## src/rtl/prog_encoder.sv

```systemverilog
// prog_encoder: encodes symbolic instruction requests into 9-bit words and writes them to instruction memory.
// Latency: a request accepted at edge N is written (wr_en/wr_addr/wr_data) in the cycle after edge N.
// Backpressure: in_ready is high only in LOAD; memory never stalls. Optional checksum: PROG_ENCODER_CHECKSUM_EN.
module prog_encoder #(
  parameter int AW = 8
) (
  input  logic          clk,
  input  logic          rst_n,
  input  logic          start,
  input  logic          in_valid,
  output logic          in_ready,
  input  logic [3:0]    in_mnem,
  input  logic [5:0]    in_arg,
  input  logic          in_last,
  output logic          wr_en,
  output logic [AW-1:0] wr_addr,
  output logic [8:0]    wr_data,
  output logic          busy,
  output logic          done,
  output logic          full,
  output logic [AW:0]   count,
  output logic          err_illegal,
  output logic [8:0]    checksum
);

  typedef enum logic [1:0] {
    S_IDLE  = 2'd0,
    S_LOAD  = 2'd1,
    S_FLUSH = 2'd2,
    S_DONE  = 2'd3
  } state_t;

  // count value just before the word that fills the last memory slot
  localparam logic [AW:0] LAST_SLOT = {1'b0, {AW{1'b1}}};

  state_t     state;
  state_t     state_nxt;
  logic       accept;
  logic       legal;
  logic       write;
  logic       at_cap;
  logic       start_session;
  logic [8:0] enc;

  assign in_ready      = (state == S_LOAD);
  assign busy          = (state == S_LOAD) || (state == S_FLUSH);
  assign done          = (state == S_DONE);
  assign accept        = in_valid && in_ready;
  assign legal         = (in_mnem <= 4'd8);
  assign write         = accept && legal;
  assign at_cap        = (count == LAST_SLOT);
  assign start_session = start && ((state == S_IDLE) || (state == S_DONE));

  // Mnemonic to machine word; shifts share opcode 111 and put direction in bit 2
  always_comb begin
    enc = 9'd0;
    case (in_mnem)
      4'd7:    enc = {3'b111, in_arg[5:3], 1'b0, in_arg[1:0]};
      4'd8:    enc = {3'b111, in_arg[5:3], 1'b1, in_arg[1:0]};
      default: enc = {in_mnem[2:0], in_arg};
    endcase
  end

  // Load state register
  always_ff @(posedge clk or negedge rst_n) begin
    if (!rst_n) state <= S_IDLE;
    else        state <= state_nxt;
  end

  // Next state: session ends on last request or on filling the final slot
  always_comb begin
    state_nxt = state;
    case (state)
      S_IDLE:  if (start) state_nxt = S_LOAD;
      S_LOAD:  if (accept && (in_last || (legal && at_cap))) state_nxt = S_FLUSH;
      S_FLUSH: state_nxt = S_DONE;
      S_DONE:  if (start) state_nxt = S_LOAD;
      default: state_nxt = S_IDLE;
    endcase
  end

  // Write port, word counter (low bits double as write pointer) and sticky flags
  always_ff @(posedge clk or negedge rst_n) begin
    if (!rst_n) begin
      wr_en       <= 1'b0;
      wr_addr     <= '0;
      wr_data     <= 9'd0;
      count       <= '0;
      full        <= 1'b0;
      err_illegal <= 1'b0;
    end else begin
      wr_en <= write;
      if (write) begin
        wr_addr <= count[AW-1:0];
        wr_data <= enc;
        count   <= count + 1'b1;
        if (at_cap) full <= 1'b1;
      end
      if (accept && !legal) err_illegal <= 1'b1;
      if (start_session) begin
        count       <= '0;
        full        <= 1'b0;
        err_illegal <= 1'b0;
      end
    end
  end

`ifdef PROG_ENCODER_CHECKSUM_EN
  // Running XOR of every word written this session, updated alongside the write
  always_ff @(posedge clk or negedge rst_n) begin
    if (!rst_n)             checksum <= 9'd0;
    else if (start_session) checksum <= 9'd0;
    else if (write)         checksum <= checksum ^ enc;
  end
`else
  assign checksum = 9'd0;
`endif

endmodule
```

## config.mk

```make
export PLATFORM = sky130hd
export DESIGN_NAME = prog_encoder
export DESIGN_NICKNAME = d
export VERILOG_FILES = /design/src/rtl/prog_encoder.sv
export SDC_FILE = /design/constraint.sdc
export NUM_CORES = 1
export LEC_CHECK = 0
export ABC_AREA = 1
export CORE_MARGIN = 4
export CORE_UTILIZATION = 48
export DETAILED_ROUTE_END_ITERATION = 6
export PLACE_DENSITY = 0.95
export SLEW_MARGIN = 20
export SYNTH_ARGS = -nofsm -noshare
export SYNTH_HDL_FRONTEND = slang
export SYNTH_SLANG_ARGS = --single-unit
```

## constraint.sdc

```tcl
create_clock -name clk -period 3.2 [get_ports clk]
set_input_delay 0.48 -clock clk [delete_from_list [all_inputs] [get_ports clk]]
set_output_delay 0.48 -clock clk [all_outputs]
set_load 0.02 [all_outputs]
```

# == Yosys cells after proc, flatten, opt, wreduce, memory -nomap -nowiden ==
# Cells that the tools add are included.
# word_totals
regBits,31
in_bits,15
output_inout_bits,41
# classes
addsub,1
n_lt_le_gt_ge,1
n_eq_ne,8
muxes,11
n_reduce_logical,17
# ops
operator,count
$mux 9,2
$pmux 9 s2,1
$add 9x1->9 const B,1
$eq 9x8->1 const B,1
$logic_and 1x1->1,6
$pmux 2 s3,1
$reduce_bool 2->1,3
$mux 1,5
$eq 2x2->1 const B,2
$eq 4x3->1 const B,1
$eq 4x4->1 const B,1
$le 4x4->1 const B,1
$mux 2,2
$ne 2x1->1 const B,2
$reduce_and 2->1,2
$logic_or 1x1->1,3
$eq 2x1->1 const B,1
$logic_not 2->1,1
$reduce_or 2->1,1
$logic_not 1->1,1

# == Depth between registers and ports, before layout ==
# logic_depth
word_depth,6
depth_mapped,11
depth_no_buf,11

# == Worst setup path after synthesis ==
# No wires, ideal clock.
# synth_path
path_kind,register to register
start,reg count[1]
end,reg state[0]
setup_ns,0.121
t_arrival_ns,1.527
required_ns,3.079
path_slack_ns,1.553
path_stages_with_launch,12
n_path_buf,0
synth_period_minus_slack_ns,1.647
cell_sequence,dfrtp_1 -> ha_1 -> nand2_1 -> inv_1 -> nand3_1 -> nor3_1 -> ha_1 -> nand3_1 -> nand2_1 -> nand2_1 -> nand2_1 -> nand2_1
# synth_via
elab_chain_cells,6
# synth_lines
element,line,rtl
from (decl),21,"output logic [AW:0] count,"
from (signal assigned),96,count <= count + 1'b1;
$eq 9x8->1,51,assign at_cap = (count == LAST_SLOT);
$logic_and 1x1->1,75,S_LOAD: if (accept && (in_last || (legal && at_cap))) state_nxt = S_FLUSH;
$logic_or 1x1->1,75,
$logic_and 1x1->1,75,
$ne 2x1->1 (no line),--,
$reduce_and 2->1 (no line),--,
to (signal assigned),67,else state <= state_nxt;
to (decl),36,state_t state;
# No other way between the ends.
# A chain may end at the register's enable or synchronous reset.

# == Final worst setup path ==
# layout_path
start,reg state[0]
end,out busy
# layout_via
elab_chain_cells,2
elab_cells_between_ends,3
classes_between,eq/ne (2); reduce/logical (1)
# layout_lines
element,line,rtl
$eq 2x1->1 or $eq 2x2->1 (tied branches),46,assign busy = (state == S_LOAD) || (state == S_FLUSH);
$logic_or 1x1->1 *,46,
to (decl),18,"output logic busy,"
# Mark *: on every way between the ends. The rest lies on a longest branch, timed or not.

==> results.toml <==
[drt]
viasPerCell = 4.69
first_iter_violations = 51
routed_wl_um = 3160
ant_nets = 0
wl_per_cell_um = 11.6
drc_errors = 0
vias = 1275
drtPass1Iterations = 4

[worst_setup_path]
cp_max_fo = 4
cp_slowest_stage_delay_ns = 0.61
cp_data_required_time_ns = 2.72
endpoint_kind = "output pin"
critPathKind = "flop to output pin"
cpMaxStageDelayCell = "clkdlybuf4s50_1"
critPathLaunchType = "flop"
crit_arrival_ns = 1.78
path_cells = "ha_1, inv_1, clkdlybuf4s50_1"
reg2reg_depth = 9

[timing]
final_max_slew_viol_count = 0
hold_viol_final = 0
tns_ns = 0
finalClockSkew_ns = 0.00610
max_freq_mhz = 443
setup_ws_ns = 0.941
rsz0062_at_grt = "no"
finalCritPeriodShare = 0.706
period_minus_slack_ns = 2.26
finalSetupViolations = 0

[yosys]
ys_seq_area_frac = 0.496
syn_area_per_cell_sq_um = 8.78
yosys.area_share.simple = 0.214
synth_seq_cells = 31
synth_adder_area_share = 0.0320
synthMuxAreaShare = 0
synth_top_family_by_area = "simple AND/OR/NAND/NOR gates"
syn_inst = 178
synth_top_cell_by_area = "dfrtp_1"
mappedNetlistArea_sq_um = 1560
synth_area_leaders = "dfrtp_1, nand2_1, inv_1"
synthXorXnorAreaFrac = 0.0168
synth_compound_area_frac = 0.114
yosysUniqueCellTypes = 23
synth.top_cell.area_share = 0.496
yosys_warnings = 0

[clock_tree]
cts_tree = "done"
cts_buffer_depth = 2
worst_skew_pair.late_latency_ns = 0.33
cts_buffers = 5
cts_sinks = 31
post-cts-setup-buffer-count = 0
clkTransAtPathRegs_ns = 0.10
ctsHoldBuffers = 0
clockRootBuffer = "clkbuf_4"
cts_resized = 0
ctsHtreeMaxLevel = 2

[hold_path]
whs_path_depth = 2
timing.hold.worst.class = "flop to flop"

[finish]
nets = 246
design_area_sq_um = 2090
mostFrequentLayoutCells = "nand2_1, clkdlybuf4s50_1, dfrtp_1"
num_antenna_cells = 0
mostFrequentLayoutCell = "nand2_1"
synthToLayoutAreaGrowth_pct = 33.9
drive_gt1_frac = 0.118

[job]
max_cap_violations = 0

[power_and_ir_drop]
p_leak_uw = 0.00101
ir_drop_mv = 0.366
power_density_nw_per_um2 = 776

[grt]
use_met1 = 0.205
grt_pass1_wl_um = 5240
track_usage = 0.162
busiest_layer = "met2"
use_met2 = 0.253
grt_max_degree = 32
grt_overflow = 0
grt_pass1_vias = 1212
antenna_found_initial = 0
use_met3 = 0.0416

[placed_design]
port_buffers = 46
place_area_sq_um = 2010
place_ws_ns = 0.913
hpwlAfterDp_um = 2320
gp_congestion = 0.728

[die]
core_area_sq_um = 3080
num_rows = 20
ios = 56
die_w_um = 65.1
die_area_sq_um = 4230
start_util = 0.508
die_h_um = 65.1

[outcome]
run_status = "complete, no violations"
==> power by group <==
part | leakage (uW) | total (uW) | internal (uW) | switching (uW)
Clock | 0.0000482 | 319 | 184 | 135
Combinational | 0.000554 | 736 | 322 | 413
Sequential | 0.000409 | 569 | 501 | 67.7
==> state kept, by name, indices dropped and copies added, names as in the netlist <==
name,cells
count,9
full,1
wr_addr,8
wr_en,1
state,2
err_illegal,1
wr_data,9
==> metrics by stage <==
step	util	total power (uW)	hold WS [ns]	instances
6_report	0.680	1620	0.489	272
5_1_grt	0.680	1740	0.525	272
4_1_cts	0.680	1640	0.496	272
3_5_place_dp	0.652	1320	0.470	264
3_3_place_gp	0.652	1300	0.468	264
2_1_floorplan	-	1020	0.184	186
==> critical path: cells and delay by family, from the launching register on <==
| kind | cells | cell delay [ns] |
|---|---|---|
| fa+ha+maj | 1 | 0.31 |
| flops | 1 | 0.42 |
| buf+inv | 2 | 0.71 |
==> layer usage <==
| layer | part of all wire | up-vias |
|---|---|---|
| met4 | 0.023 | 0 |
| met1 | 0.44 | 590 |
| met2 | 0.48 | 38 |
| met5 | 0 | - |
| met3 | 0.060 | 7 |
| li1 | - | 640 |
==> cells by family (layout without fill, tap and decap cells) <==
group | after synthesis | count (layout)
other | 1 | 9
DFF | 31 | 31
and+or+nand+nor | 78 | 78
xor gates and xnor gates | 3 | 3
AOI/OAI and AO/OA | 26 | 26
adders and majority gates | 4 | 4
buffers and inverters | 35 | 77
==> final timing paths <==
path	startpoint	to	slack, ns
worst max-delay path	state[0]	busy	0.94
worst min-delay path	wr_data[7]	wr_data[7]	0.49
max in group asynchronous	rst_n	wr_data[2]	2.41
worst min register to register	wr_data[7]	wr_data[7]	0.49
worst max register to register	state[0]	count[7]	1.34
min in group asynchronous	rst_n	wr_addr[4]	0.52
==> cell usage after synthesis <==
cell type / number
nand3_1: 10
a21oi_1: 2
nand4_1: 3
buf_6: 4
inv_1: 21
dfrtp_1: 31
nor3_1: 1
o21a_1: 2
o21ai_1: 2
nor2_1: 9
o21ai_2: 8
o22ai_1: 1
o21ai_0: 10
nand2_2: 6
nand2_1: 47
or2_2: 1
buf_4: 9
clkbuf_1: 1
a21oi_4: 1
nor2_2: 1
xor2_1: 3
ha_1: 4
conb_1: 1
==> cell type report <==
| type | count | area, sq um |
|---|---|---|
| clock inverters | 2 | 35.0 |
| multi-input cells | 120 | 622 |
| flip-flops and latches | 31 | 776 |
| fillers | 232 | 985 |
| inverters | 21 | 78.8 |
| repair buffers | 48 | 475 |
| clock buffers | 6 | 51.3 |
| well taps | 44 | 55.1 |
Note: power is estimated with default switching activity, not from simulation.
